[src/rtl/mult_div_pkg.sv]
// Shared encodings for the multiply/divide unit: operation codes, FSM states
// and the iteration count of the bit-serial datapath.
package mult_div_pkg;

    localparam int unsigned ITERATIONS = 32;
    localparam int unsigned CNT_W      = $clog2(ITERATIONS);

    typedef enum logic [1:0] {
        OP_MULT  = 2'd0,
        OP_MULTU = 2'd1,
        OP_DIV   = 2'd2,
        OP_DIVU  = 2'd3
    } op_t;

    typedef enum logic [1:0] {
        IDLE,
        RUN,
        FIX,
        DONE
    } state_t;

endpackage

[src/rtl/mdu_negate.sv]
// Conditional two's-complement negate; used for operand magnitudes and for
// sign-correcting results.
module mdu_negate #(
    parameter int unsigned WIDTH = 64
) (
    input  logic [WIDTH-1:0] value,
    input  logic             negate,
    output logic [WIDTH-1:0] result
);

    always_comb begin
        result = negate ? (~value + WIDTH'(1)) : value;
    end

endmodule

[src/rtl/mult_div_unit.sv]
// Bit-serial MIPS-style HI/LO multiply/divide unit: 32 shift-add or restoring
// steps on magnitudes, one sign-fix cycle, then a HI/LO writeback cycle.
module mult_div_unit
    import mult_div_pkg::*;
#(
    parameter int unsigned WIDTH = 32
) (
    input  logic             clk,
    input  logic             reset_n,
    input  logic             start,
    input  logic [1:0]       op,
    input  logic [WIDTH-1:0] a,
    input  logic [WIDTH-1:0] b,
    input  logic             hi_we,
    input  logic             lo_we,
    input  logic [WIDTH-1:0] wd,
    output logic [WIDTH-1:0] hi,
    output logic [WIDTH-1:0] lo,
    output logic             busy,
    output logic             done
);

    state_t             state, next_state;
    logic [CNT_W-1:0]   count;
    op_t                op_q;
    logic               sign_a, sign_b, div_zero;
    logic [WIDTH-1:0]   a_raw, operand;
    logic [2*WIDTH-1:0] acc, acc_step, result_q, fixed;

    logic               in_signed, in_mult, mult_q;
    logic [WIDTH-1:0]   a_mag, b_mag, fix_rem;
    logic [2*WIDTH-1:0] fix_main;
    logic [WIDTH:0]     add_sum, div_cand, div_diff;

    assign in_signed = ~op[0];
    assign in_mult   = ~op[1];
    assign mult_q    = (op_q == OP_MULT) || (op_q == OP_MULTU);
    assign busy      = (state != IDLE);

    mdu_negate #(.WIDTH(WIDTH)) u_abs_a (
        .value(a), .negate(in_signed & a[WIDTH-1]), .result(a_mag)
    );

    mdu_negate #(.WIDTH(WIDTH)) u_abs_b (
        .value(b), .negate(in_signed & b[WIDTH-1]), .result(b_mag)
    );

    // Product, or quotient in the low half, takes the XOR of operand signs.
    mdu_negate #(.WIDTH(2*WIDTH)) u_fix_main (
        .value (mult_q ? acc : {{WIDTH{1'b0}}, acc[WIDTH-1:0]}),
        .negate(sign_a ^ sign_b),
        .result(fix_main)
    );

    mdu_negate #(.WIDTH(WIDTH)) u_fix_rem (
        .value(acc[2*WIDTH-1:WIDTH]), .negate(sign_a), .result(fix_rem)
    );

    // Multiply: acc = {partial, multiplier}; divide: acc = {remainder, dividend/quotient}.
    always_comb begin
        add_sum  = {1'b0, acc[2*WIDTH-1:WIDTH]} + (acc[0] ? {1'b0, operand} : '0);
        div_cand = {acc[2*WIDTH-1:WIDTH], acc[WIDTH-1]};
        div_diff = div_cand - {1'b0, operand};
        if (mult_q)
            acc_step = {add_sum, acc[WIDTH-1:1]};
        else if (div_diff[WIDTH])
            acc_step = {div_cand[WIDTH-1:0], acc[WIDTH-2:0], 1'b0};
        else
            acc_step = {div_diff[WIDTH-1:0], acc[WIDTH-2:0], 1'b1};
    end

    always_comb begin
        fixed = {fix_rem, fix_main[WIDTH-1:0]};
        if (mult_q)
            fixed = fix_main;
        else if (div_zero)
            fixed = {a_raw, {WIDTH{1'b1}}};
    end

    always_comb begin
        next_state = state;
        case (state)
            IDLE: if (start) next_state = RUN;
            RUN:  if (count == CNT_W'(ITERATIONS - 1)) next_state = FIX;
            FIX:  next_state = DONE;
            DONE: next_state = IDLE;
            default: next_state = IDLE;
        endcase
    end

    always_ff @(posedge clk or negedge reset_n) begin
        if (!reset_n) state <= IDLE;
        else          state <= next_state;
    end

    always_ff @(posedge clk or negedge reset_n) begin
        if (!reset_n) begin
            count    <= '0;
            op_q     <= OP_MULT;
            sign_a   <= 1'b0;
            sign_b   <= 1'b0;
            div_zero <= 1'b0;
            a_raw    <= '0;
            operand  <= '0;
            acc      <= '0;
            result_q <= '0;
        end else begin
            case (state)
                IDLE: if (start) begin
                    count    <= '0;
                    op_q     <= op_t'(op);
                    sign_a   <= in_signed & a[WIDTH-1];
                    sign_b   <= in_signed & b[WIDTH-1];
                    div_zero <= (b == '0);
                    a_raw    <= a;
                    operand  <= in_mult ? a_mag : b_mag;
                    acc      <= {{WIDTH{1'b0}}, (in_mult ? b_mag : a_mag)};
                end
                RUN: begin
                    acc   <= acc_step;
                    count <= count + 1'b1;
                end
                FIX:     result_q <= fixed;
                default: ;
            endcase
        end
    end

    // Start wins over a coincident MTHI/MTLO; writes are dropped while busy.
    always_ff @(posedge clk or negedge reset_n) begin
        if (!reset_n) begin
            hi   <= '0;
            lo   <= '0;
            done <= 1'b0;
        end else begin
            done <= (state == DONE);
            if (state == DONE) begin
                hi <= result_q[2*WIDTH-1:WIDTH];
                lo <= result_q[WIDTH-1:0];
            end else if (state == IDLE && !start) begin
                if (hi_we) hi <= wd;
                if (lo_we) lo <= wd;
            end
        end
    end

endmodule

[config.mk]
export PLATFORM = sky130hd
export DESIGN_NAME = mult_div_unit
export DESIGN_NICKNAME = d
export VERILOG_FILES = /design/src/rtl/mult_div_pkg.sv /design/src/rtl/mdu_negate.sv /design/src/rtl/mult_div_unit.sv
export SDC_FILE = /design/constraint.sdc
export NUM_CORES = 1
export LEC_CHECK = 0
export BUFFER_PORTS_ARGS = -buffer_cell sky130_fd_sc_hd__buf_2
export CAP_MARGIN = 20
export CORE_ASPECT_RATIO = 0.75
export CORE_UTILIZATION = 37
export CTS_BUF_LIST = sky130_fd_sc_hd__clkbuf_8
export CTS_CLUSTER_DIAMETER = 100
export DETAILED_ROUTE_END_ITERATION = 8
export GPL_TIMING_DRIVEN = 0
export PLACE_DENSITY = 0.63
export SETUP_SLACK_MARGIN = 0.1
export SLEW_MARGIN = 30
export SYNTH_ARGS = -nofsm -noshare
export SYNTH_HDL_FRONTEND = slang
export SYNTH_SLANG_ARGS = --single-unit
[constraint.sdc]
create_clock -name clk -period 4.75 [get_ports clk]
set_input_delay 0.475 -clock clk [delete_from_list [all_inputs] [get_ports clk]]
set_output_delay 0.475 -clock clk [all_outputs]
set_load 0.02 [all_outputs]
==> impl_metrics.env <==
export IMPL_outcome="finished clean"
export IMPL_mostFrequentLayoutCells="dfrtp_1 (268), nor2_1 (267), a21oi_1 (254)"
export IMPL_layout_nets=2794
export IMPL_ys_seq_area_frac=0.342
export IMPL_ys_flop_type="dfrtp_1"
export IMPL_grt_pass1_wl_um=116000
export IMPL_post_route_worst_setup_slack_ps=103
export IMPL_ir_worst_vdd_mv=0.285
export IMPL_clock_skew_ps=30.1
export IMPL_clkLatencyLatePin_ps=620
export IMPL_grt_pass1_vias=18500
export IMPL_synth_edf_count=0
export IMPL_final_common_cell="dfrtp_1"
export IMPL_cpMaxStageDelayCell="clkbuf_1"
export IMPL_syn_inst=2397
export IMPL_synth_nets=2576
export IMPL_place_inst=3269
export IMPL_path_class="reg -> reg"
export IMPL_gp_congestion=1.01
export IMPL_die_width_um=268
export IMPL_hold_path_class="in -> reg"
export IMPL_grt_remaining_overflow=0
export IMPL_drt_iter0_drc=2147
export IMPL_clock_path_buffers=3
export IMPL_vias_per_cell=5.80
export IMPL_cts_htree_levels=2
export IMPL_syn2layout_area_growth_pct=13.9
export IMPL_hpwl_um=63100
export IMPL_startpoint_type="flop"
export IMPL_setup_violations=0
export IMPL_drc=0
export IMPL_die_y_um=201
export IMPL_detail_route_wl_per_cell_um=23.5
export IMPL_root_buffer="clkbuf_8"
export IMPL_reg2regPathDepth=12
export IMPL_coreArea_um2=51900
export IMPL_first_pass_iters=7
export IMPL_holdWs_ps=170
export IMPL_fmax_mhz=215
export IMPL_grt_max_degree=92
export IMPL_synthesis_area_um2=19600
export IMPL_drv_slew=0
export IMPL_crit_chain="inv_1 > clkbuf_1 > ha_1 > nand2b_1 > nor4b_1 > nand4_1 > clkbuf_1 > nor3_1 > a21oi_1 > xor2_1 > o21ai_0 > a21oi_1"
export IMPL_grt_antenna_before_repair=4
export IMPL_fin_crit_sh=0.978
export IMPL_setup_tns_ps=0
export IMPL_portBuffers=166
export IMPL_pin_count=169
export IMPL_p_leak_nw=9.99
export IMPL_clk_pin_slew_ps=60
export IMPL_dieArea_um2=53900
export IMPL_via_count=19400
export IMPL_worst_setup_path_end_kind="flop"
export IMPL_cts_made_buffers=46
export IMPL_stdcell_count=3348
export IMPL_pre_cts_slack_ps=120
export IMPL_grt_use_total=0.287
export IMPL_crit_required_ps=5210
export IMPL_initial_core_util=0.377
export IMPL_synthArstFlopShare=1.00
export IMPL_tightest_slew_ps=1000
export IMPL_hold_path_depth=2
export IMPL_cts_tree="yes"
export IMPL_rows=72
export IMPL_drv_cap=0
export IMPL_hold_violations=0
export IMPL_synth_area_per_cell_um2=8.17
export IMPL_drive_gt1_frac=0.119
export IMPL_critPathArrivalTime_ps=5100
export IMPL_cp_max_fo=10
export IMPL_nFillCells=5301
export IMPL_slew_limit_headroom=0.330
export IMPL_cts_sinks=268
export IMPL_routed_wl_um=78600
export IMPL_min_period_ps=4650
export IMPL_postRouteAntennaNets=0
export IMPL_ys_seq_elements=268
export IMPL_yosysWarnings=0
export IMPL_cp_slowest_stage_delay_ps=720
export IMPL_rsz0062_at_grt="no"
export IMPL_synth_cell_type_count=71
export IMPL_p_per_area_nw_per_um2=782
[through the flow]
| stage | utilization | cell area, µm² | total power, mW |
|---|---|---|---|
| after detailed placement | 0.412 | 21400 | 15.0 |
| after floorplan | - | 19600 | 11.4 |
| final | 0.430 | 22300 | 17.4 |
| after global routing | 0.430 | 22300 | 18.6 |
| after CTS | 0.430 | 22300 | 17.2 |
| after global placement | 0.410 | 21300 | 14.8 |
[layout make-up]
| class | instances | area (µm²) | area share |
|---|---|---|---|
| flip-flops and latches | 268 | 6710 | 0.301 |
| diodes | 1 | 2.50 | 0.000112 |
| repair buffers | 170 | 933 | 0.0418 |
| inverters | 85 | 319 | 0.0143 |
| multi-input cells | 1873 | 11900 | 0.533 |
| clock inverters | 18 | 86.3 | 0.00387 |
| well taps | 703 | 880 | 0.0394 |
| plain buffers | 171 | 687 | 0.0308 |
| clock buffers | 59 | 812 | 0.0364 |
[where the power goes]
part | internal, mW | switching, mW | total, mW
clock network | 1.11 | 1.01 | 2.12
logic | 3.87 | 6.90 | 10.8
registers | 3.38 | 1.18 | 4.56
total | 8.35 | 9.09 | 17.4
[registers in the layout (all words and copies together), names as in the netlist]
register / count
sign_b: 1
div_zero: 1
acc: 64
operand: 32
hi: 32
count: 5
sign_a: 1
done: 1
a_raw: 32
op_q: 1
state: 2
lo: 32
result_q: 64
[critical path: cells and delay by family (launching register included)]
family / cells / cell delay (ps)
simple gates: 4 / 1500
flops: 1 / 560
fa+ha+maj: 1 / 310
compound gates: 3 / 470
xor+xnor: 1 / 170
buf+inv: 3 / 1480
[cell families after synthesis]
| group | synth area share |
|---|---|
| AOI/OAI and AO/OA | 0.221 |
| and+or+nand+nor | 0.157 |
| DFF | 0.342 |
| buffers and inverters | 0.0512 |
| xor gates and xnor gates | 0.0926 |
| muxes | 0.0864 |
| adders and majority gates | 0.0493 |
[worst paths after layout]
path,startpoint,endpoint,slack (ps)
setup / recovery,acc[0],result_q[40],100
max in group asynchronous,reset_n,result_q[62],3200
min in group asynchronous,reset_n,operand[7],320
setup reg to reg,acc[0],result_q[40],100
hold / removal,a[3],a_raw[3],170
hold reg to reg,operand[2],operand[2],490
[timing repair]
action | 4_1_cts | 5_1_grt
endpoints found under the setup margin | 0 | 8
buffers inserted | 0 | 0
hold buffers | 1 | 0
endpoints found under the hold margin | 25 | 0
resized for setup | 0 | 6
[routing by layer]
layer	track usage	wire (µm)	share of wire
met1	0.439	37000	0.47
met5	0	0	0
met4	0.0729	1770	0.023
met3	0.0749	8080	0.10
met2	0.394	31800	0.40
[cells in the mapped netlist (14+ instances only)]
master      n  area (µm²)
o21ai_0   221        1110
or4_1      16         120
a31oi_1    16         100
xnor2_1   108         946
mux2i_1   114        1140
nor2_1    267        1000
o211ai_1   39         293
nor3_1     42         210
o21ai_1    19        95.1
a21oi_1   254        1270
xor2_1     99         867
a22oi_1    23         173
o31ai_1    16         120
clkbuf_1  146         548
ha_1       74         926
nand4_1    14        87.6
mux2_2     49         552
a211oi_1   23         173
a21o_1     35         263
dfrtp_1   268        6710
nand2b_1   14        87.6
nor4_1     16         100
nand2_1   245         920
or3_1      19         119
inv_1      83         312
Power figures use the tool's default switching activity.
